## config.mk

```make
export PLATFORM = sky130hd
export DESIGN_NAME = lfsr_prbs_flat
export DESIGN_NICKNAME = d
export VERILOG_FILES = /design/src/rtl/lfsr_prbs_if.sv /design/src/rtl/lfsr_prbs.sv /design/src/flat_wrapper.sv
export SDC_FILE = /design/constraint.sdc
export NUM_CORES = 1
export LEC_CHECK = 0
export BUFFER_PORTS_ARGS = -buffer_cell sky130_fd_sc_hd__buf_2
export CORE_UTILIZATION = 55
export DETAILED_ROUTE_END_ITERATION = 12
export GPL_TIMING_DRIVEN = 0
export PLACE_DENSITY = 0.82
export SETUP_SLACK_MARGIN = 0.15
export SLEW_MARGIN = 10
export SYNTH_ARGS = -nofsm -noshare
export SYNTH_HDL_FRONTEND = slang
export SYNTH_SLANG_ARGS = --single-unit
```

## constraint.sdc

```tcl
create_clock -name clk -period 2.19 [get_ports clk]
set_input_delay 0 -clock clk [delete_from_list [all_inputs] [get_ports clk]]
set_output_delay 0 -clock clk [all_outputs]
set_load 0.03 [all_outputs]
```

## src/rtl/lfsr_prbs_if.sv

```systemverilog
// Signal bundle between lfsr_prbs and its environment: PRBS generator controls and
// outputs plus the receive-side checker stream.
interface lfsr_prbs_if #(
  parameter int NUM_BITS = 9
);
  logic                enb;
  logic                i_Seed_DV;
  logic [NUM_BITS-1:0] i_Seed_Data;
  logic [NUM_BITS-1:0] o_LFSR_Data;
  logic                o_LFSR_Bit;
  logic                o_LFSR_Valid;
  logic                o_LFSR_Done;
  logic                o_Seed_Err;
  logic                i_Rx_Valid;
  logic                i_Rx_Bit;
  logic                i_Cnt_Clr;
  logic                o_Lock;
  logic [15:0]         o_Err_Cnt;

  modport master (
    output enb, i_Seed_DV, i_Seed_Data, i_Rx_Valid, i_Rx_Bit, i_Cnt_Clr,
    input  o_LFSR_Data, o_LFSR_Bit, o_LFSR_Valid, o_LFSR_Done, o_Seed_Err,
           o_Lock, o_Err_Cnt
  );

  modport slave (
    input  enb, i_Seed_DV, i_Seed_Data, i_Rx_Valid, i_Rx_Bit, i_Cnt_Clr,
    output o_LFSR_Data, o_LFSR_Bit, o_LFSR_Valid, o_LFSR_Done, o_Seed_Err,
           o_Lock, o_Err_Cnt
  );
endinterface

```

## src/rtl/lfsr_prbs.sv

```systemverilog
// XNOR-feedback PRBS generator with a self-synchronising checker that locks onto
// a received stream, counts bit errors and drops lock after repeated misses.
module lfsr_prbs #(
  parameter int                  NUM_BITS    = 9,
  parameter logic [NUM_BITS-1:0] TAPS        = 9'h110,
  parameter int                  LOSS_THRESH = 4
) (
  input  logic      clk,
  input  logic      reset_n,
  lfsr_prbs_if.slave bus
);

  localparam int FILL_W = $clog2(NUM_BITS + 1);

  typedef enum logic {HUNT, LOCKED} chk_state_t;

  logic [NUM_BITS-1:0] state;
  logic [NUM_BITS-1:0] seed_reg;
  logic [NUM_BITS-1:0] shifted;
  logic [NUM_BITS-1:0] load_value;
  logic                fb;
  logic                load;
  logic                step;
  logic                seed_all_ones;
  logic                valid_q;
  logic                done_q;
  logic                seed_err_q;

  chk_state_t          cur_state;
  chk_state_t          nxt_state;
  logic [NUM_BITS-1:0] chk;
  logic [FILL_W-1:0]   fill;
  logic [3:0]          miss;
  logic [15:0]         err_cnt;
  logic                pred;
  logic                mismatch;
  logic                fill_done;
  logic                miss_limit;
  logic                lock;

  assign fb            = ~^(state & TAPS);
  assign shifted       = {state[NUM_BITS-2:0], fb};
  assign load          = bus.enb & bus.i_Seed_DV;
  assign step          = bus.enb & ~bus.i_Seed_DV;
  assign seed_all_ones = &bus.i_Seed_Data;
  // All-ones is the XNOR lockup state, so it is swapped for all-zeros on load.
  assign load_value    = seed_all_ones ? '0 : bus.i_Seed_Data;

  always_ff @(posedge clk or negedge reset_n) begin
    if (!reset_n) begin
      state      <= '0;
      seed_reg   <= '0;
      valid_q    <= 1'b0;
      done_q     <= 1'b0;
      seed_err_q <= 1'b0;
    end else begin
      valid_q    <= step;
      done_q     <= step && (shifted == seed_reg);
      seed_err_q <= load && seed_all_ones;
      if (load) begin
        state    <= load_value;
        seed_reg <= load_value;
      end else if (step) begin
        state <= shifted;
      end
    end
  end

  assign pred       = ~^(chk & TAPS);
  assign mismatch   = (cur_state == LOCKED) && bus.i_Rx_Valid && (bus.i_Rx_Bit != pred);
  assign fill_done  = (fill + FILL_W'(1)) == FILL_W'(NUM_BITS);
  assign miss_limit = (miss + 4'd1) == 4'(LOSS_THRESH);

  always_ff @(posedge clk or negedge reset_n) begin
    if (!reset_n) cur_state <= HUNT;
    else          cur_state <= nxt_state;
  end

  always_comb begin
    nxt_state = cur_state;
    if (bus.i_Rx_Valid) begin
      case (cur_state)
        HUNT:   if (fill_done) nxt_state = LOCKED;
        LOCKED: if (mismatch && miss_limit) nxt_state = HUNT;
      endcase
    end
  end

  always_comb begin
    lock = (cur_state == LOCKED);
  end

  // Once locked, the checker free-runs on its own predictions so a single bad
  // bit is counted once instead of corrupting the following predictions.
  always_ff @(posedge clk or negedge reset_n) begin
    if (!reset_n) begin
      chk     <= '0;
      fill    <= '0;
      miss    <= '0;
      err_cnt <= '0;
    end else begin
      if (bus.i_Rx_Valid) begin
        if (cur_state == HUNT) begin
          chk  <= {chk[NUM_BITS-2:0], bus.i_Rx_Bit};
          fill <= fill + FILL_W'(1);
        end else begin
          chk <= {chk[NUM_BITS-2:0], pred};
          if (mismatch) begin
            if (miss_limit) begin
              miss <= '0;
              fill <= '0;
            end else begin
              miss <= miss + 4'd1;
            end
          end else begin
            miss <= '0;
          end
        end
      end
      if (bus.i_Cnt_Clr)                          err_cnt <= '0;
      else if (mismatch && (err_cnt != 16'hFFFF)) err_cnt <= err_cnt + 16'd1;
    end
  end

  assign bus.o_LFSR_Data  = state;
  assign bus.o_LFSR_Bit   = state[0];
  assign bus.o_LFSR_Valid = valid_q;
  assign bus.o_LFSR_Done  = done_q;
  assign bus.o_Seed_Err   = seed_err_q;
  assign bus.o_Lock       = lock;
  assign bus.o_Err_Cnt    = err_cnt;

endmodule
```

## src/flat_wrapper.sv

```systemverilog
// flat-port wrapper written by rule: the top's interface ports become plain ports
module lfsr_prbs_flat 
#(
  parameter int                  NUM_BITS    = 9,
  parameter logic [NUM_BITS-1:0] TAPS        = 9'h110,
  parameter int                  LOSS_THRESH = 4
)
  (clk, reset_n, bus_enb, bus_i_Seed_DV, bus_i_Seed_Data, bus_i_Rx_Valid, bus_i_Rx_Bit, bus_i_Cnt_Clr, bus_o_LFSR_Data, bus_o_LFSR_Bit, bus_o_LFSR_Valid, bus_o_LFSR_Done, bus_o_Seed_Err, bus_o_Lock, bus_o_Err_Cnt);
  lfsr_prbs_if #(.NUM_BITS(NUM_BITS)) bus_i ();
  input  logic clk;
  input  logic reset_n;
  input wire logic [$bits(bus_i.enb)-1:0] bus_enb;
  input wire logic [$bits(bus_i.i_Seed_DV)-1:0] bus_i_Seed_DV;
  input wire logic [$bits(bus_i.i_Seed_Data)-1:0] bus_i_Seed_Data;
  input wire logic [$bits(bus_i.i_Rx_Valid)-1:0] bus_i_Rx_Valid;
  input wire logic [$bits(bus_i.i_Rx_Bit)-1:0] bus_i_Rx_Bit;
  input wire logic [$bits(bus_i.i_Cnt_Clr)-1:0] bus_i_Cnt_Clr;
  output wire logic [$bits(bus_i.o_LFSR_Data)-1:0] bus_o_LFSR_Data;
  output wire logic [$bits(bus_i.o_LFSR_Bit)-1:0] bus_o_LFSR_Bit;
  output wire logic [$bits(bus_i.o_LFSR_Valid)-1:0] bus_o_LFSR_Valid;
  output wire logic [$bits(bus_i.o_LFSR_Done)-1:0] bus_o_LFSR_Done;
  output wire logic [$bits(bus_i.o_Seed_Err)-1:0] bus_o_Seed_Err;
  output wire logic [$bits(bus_i.o_Lock)-1:0] bus_o_Lock;
  output wire logic [$bits(bus_i.o_Err_Cnt)-1:0] bus_o_Err_Cnt;
  assign bus_i.enb = bus_enb;
  assign bus_i.i_Seed_DV = bus_i_Seed_DV;
  assign bus_i.i_Seed_Data = bus_i_Seed_Data;
  assign bus_i.i_Rx_Valid = bus_i_Rx_Valid;
  assign bus_i.i_Rx_Bit = bus_i_Rx_Bit;
  assign bus_i.i_Cnt_Clr = bus_i_Cnt_Clr;
  assign bus_o_LFSR_Data = bus_i.o_LFSR_Data;
  assign bus_o_LFSR_Bit = bus_i.o_LFSR_Bit;
  assign bus_o_LFSR_Valid = bus_i.o_LFSR_Valid;
  assign bus_o_LFSR_Done = bus_i.o_LFSR_Done;
  assign bus_o_Seed_Err = bus_i.o_Seed_Err;
  assign bus_o_Lock = bus_i.o_Lock;
  assign bus_o_Err_Cnt = bus_i.o_Err_Cnt;
  lfsr_prbs #(.NUM_BITS(NUM_BITS), .TAPS(TAPS), .LOSS_THRESH(LOSS_THRESH)) u_core (.clk(clk), .reset_n(reset_n), .bus(bus_i));
endmodule
```

==> summary.md <==
| Metric | Value |
|---|---|
| Fmax | `a little over 500 MHz` |
| First-pass GRT wire length | `about 10 mm` |
| Max reg flops | `16` |
| Max-cap viol count | `0` |
| CP max FO | `10` |
| Share of cells above drive strength 1 | `a little under a quarter` |
| Area Growth Syn to Fin | `18.9%` |
| Max Slew Vio Count | `0` |
| Asr flop ratio synth | `between 90% and 100%` |
| Worst Hold Path Cells | `2` |
| Most used DFF post-synth | `dfrtp_1` |
| Yosys top cell by area | `dfrtp_1` |
| Initial Utilization | `between 50% and 60%` |
| Initial DRC count | `141` |
| FP Rows | `26` |
| Post-synth top area share | `around 48%` |
| Post-synth EDFFs | `0` |
| Area occupied by multi-input gates | `roughly 1400 sq um` |
| Post-Syn Area | `approximately 2900 sq um` |
| Post-route DRC | `0` |
| Reg2reg end | `u_core.bus.o_Err_Cnt[12]$_DFFE_PN0P_` |
| Ant diodes | `0` |
| Worst skew pair latency | `0.32 ns` |
| Seq/Total Area, Yosys | `47.6%` |
| VDD IR-drop max | `0.516 mV` |
| Flip-flop and latch count after synthesis | `55` |
| Horiz. Die Dim | `around 74 microns` |
| PwrDens | `around 900 nW/um^2` |
| Largest net degree at the start of global routing | `56` |
| Hold Startpoint | `bus_i_Rx_Valid` |
| Worst Path Arrival | `2.19 ns` |
| Final setup viols | `0` |
| Syn nets | `roughly 300` |
| Post-Place Setup Slack | `about 0.21 ns` |
| Skew final | `between 0.009 and 0.01 ns` |
| Routed WL | `about 6.3 mm` |
| CP bufs+invs | `1` |
| CTS tree | `yes` |
| Total GRT Usage | `between 20% and 30%` |
| Nets | `~360` |
| Total power after layout | `approximately 0.0031 W` |
| FF-to-FF setup slack | `roughly 0.21 ns` |
| CP Cell Sequence | `xnor3_2, nand2_2, buf_6, nor4_1, mux2_2` |
| Hold crit path type | `in2reg` |
| PortBufs | `45` |
| Clock buffer depth | `2` |
| Vias after detailed routing | `2,416` |
| Final Wtd Congestion | `about 0.85` |
| CP Capture Type | `flop` |
| Worst reg-to-reg path cell count | `5` |
| Worst Path Required | `2.41 ns` |
| Num CTS Buffers | `5` |
| Post-detail-place hpwl | `4.24 mm` |
| Ports | `46` |
| Setup TNS | `0 ns` |
| WL/cell | `around 15 microns` |
| Reg area | `1380 sq um` |
| Synth Warn # | `0` |
| Tmin final | `just under 2 ns` |
| Post-synthesis cell type count | `47` |
| Hold Vio Cnt, Final | `0` |
| CP top delay family | `XOR/XNOR gates` |
| Post-route ant nets | `0` |
| First-pass iteration count of the detailed router | `5` |
| Hold Path Sink | `u_core.chk[1]$_DFFE_PN0P_` |
| Initial antenna violation count | `0` |
| RSZ-0062 raised after global routing | `true` |
| Outcome | `completed` |
| Max_slew headroom | `51.8%` |
| CP Class | `reg2reg` |
| Area contributors post-synth | `dfrtp_1, mux2_2, nor2b_1` |
| Die area | `about 5500 sq um` |
| Static Leak | `between 1.5 and 2 nW` |
| Height of the die | `74.5 microns` |
| Fillers | `406` |
| RR Startpoint | `u_core.chk[8]$_DFFE_PN0P_` |
| Slowest cell on the critical path | `xnor3_2` |
| H-tree depth | `2` |
| Cells after Synth | `between 200 and 300` |
| Crit share post-route | `90.2%` |
| Reg clk slew, reported paths | `around 0.10 ns` |
| Syn avg cell area | `10.4 sq um` |
| Core area | `between 5000 and 6000 sq um` |
| GRT overflow | `0` |
| Setup Buffers After CTS | `0` |
| Vias per cell | `around 5.9` |
| Clk sink count | `55` |
| Largest stage delay on the critical path | `between 0.4 and 0.5 ns` |
| Root Driver | `clkbuf_8` |
| Setup crit start kind | `flop` |
| Worst slew pin tran | `slightly above 0.7 ns` |
| Final Worst Setup Slack | `between 0.2 and 0.25 ns` |
| Vias in the first global route | `about 2,200` |
## cells in the mapped netlist, types with 7 or more instances
cell      number
mux2_2        15
dfrtp_1       55
nor4_1         8
clkbuf_1       8
nor2_1        16
nor2b_1       15
nand2_1       20
inv_1          7
nand4_1        7
a21oi_1       13
a22o_1         9
o21ai_0       11
a221o_1        7
nand3_1        9
## cell families after synthesis
kind of cell    count (synthesis)  share of synthesized area [%]
fa+ha+maj                       5                           2.17
simple gates                  107                           20.7
xor+xnor                       14                           5.28
compound gates                 59                           14.4
flops                          55                           47.6
mux                            17                           6.54
buf+inv                        21                           3.29
## report_power, final
part | switching, W | internal (W) | leakage (nW)
logic | 0.000530 | 0.000464 | 0.762
clock network | 0.000340 | 0.000371 | 0.0612
registers | 0.000185 | 0.00122 | 0.695
## through the flow
step | area, sq um | instances | util (%) | hold slack [ns]
floorplan | 2890 | 278 | - | -0.296
global placement | 3200 | 393 | 63.1 | 0.266
detailed placement | 3200 | 393 | 63.1 | 0.267
CTS | 3420 | 411 | 67.4 | 0.0169
global route | 3430 | 411 | 67.7 | 0.0266
finish | 3430 | 411 | 67.7 | 0.0202
## per-layer routing
layer | GRT usage [%] | vias up | part of all wire [%] | routed length [microns]
met1 | 31.9 | 1177 | 45 | 2830
met3 | 5.56 | 8 | 4.2 | 260
met5 | 0 | - | 0 | 0
met2 | 40.8 | 72 | 49 | 3080
li1 | - | 1159 | - | -
met4 | 6.50 | 0 | 1.3 | 80
## cell usage in the layout, fill, tap and decap left out, types with 8 or more instances in the layout
cell type	instances
dfrtp_1	55
buf_2	48
nand2_1	20
nor2_1	16
nor2b_1	15
mux2_2	15
a21oi_1	13
o21ai_0	11
dlygate4sd3_1	10
nand3_1	9
a22o_1	9
clkbuf_1	8
## worst max path at each step
| stage | cells after the start | endpoint | start | slack (ns) |
|---|---|---|---|---|
| 3_3_place_gp | 5 | u_core.bus.o_Err_Cnt[8]$_DFFE_PN0P_ | u_core.chk[8]$_DFFE_PN0P_ | 0.25 |
| 6_report | 5 | u_core.bus.o_Err_Cnt[12]$_DFFE_PN0P_ | u_core.chk[8]$_DFFE_PN0P_ | 0.21 |
| 3_5_place_dp | 5 | u_core.bus.o_Err_Cnt[7]$_DFFE_PN0P_ | u_core.chk[8]$_DFFE_PN0P_ | 0.21 |
| 2_1_floorplan | 5 | u_core.bus.o_Err_Cnt[11]$_DFFE_PN0P_ | u_core.bus.o_Err_Cnt[5]$_DFFE_PN0P_ | 0.29 |
| 4_1_cts | 5 | u_core.bus.o_Err_Cnt[7]$_DFFE_PN0P_ | u_core.chk[8]$_DFFE_PN0P_ | 0.19 |
| 5_1_grt | 4 | u_core.bus.o_Err_Cnt[6]$_DFFE_PN0P_ | u_core.bus.o_Err_Cnt[10]$_DFFE_PN0P_ | 0.12 |
## area by class of cell
| cell class | count | share of cell area [%] |
|---|---|---|
| Clock inverter | 2 | 1.02 |
| Multi-Input combinational cell | 202 | 41.6 |
| Tap cell | 70 | 2.55 |
| Clock buffer | 6 | 2.40 |
| Buffer | 14 | 2.00 |
| Inverter | 7 | 0.765 |
| Timing Repair Buffer | 55 | 9.54 |
| Sequential cell | 55 | 40.1 |
## timing repair
| item | CTS | global route |
|---|---|---|
| setup endpoints to repair | 0 | 2 |
| resized for setup | 0 | 2 |
| hold buffers | 10 | 0 |
| hold endpoints to repair | 73 | 0 |
(Power assumes the default switching activity.)
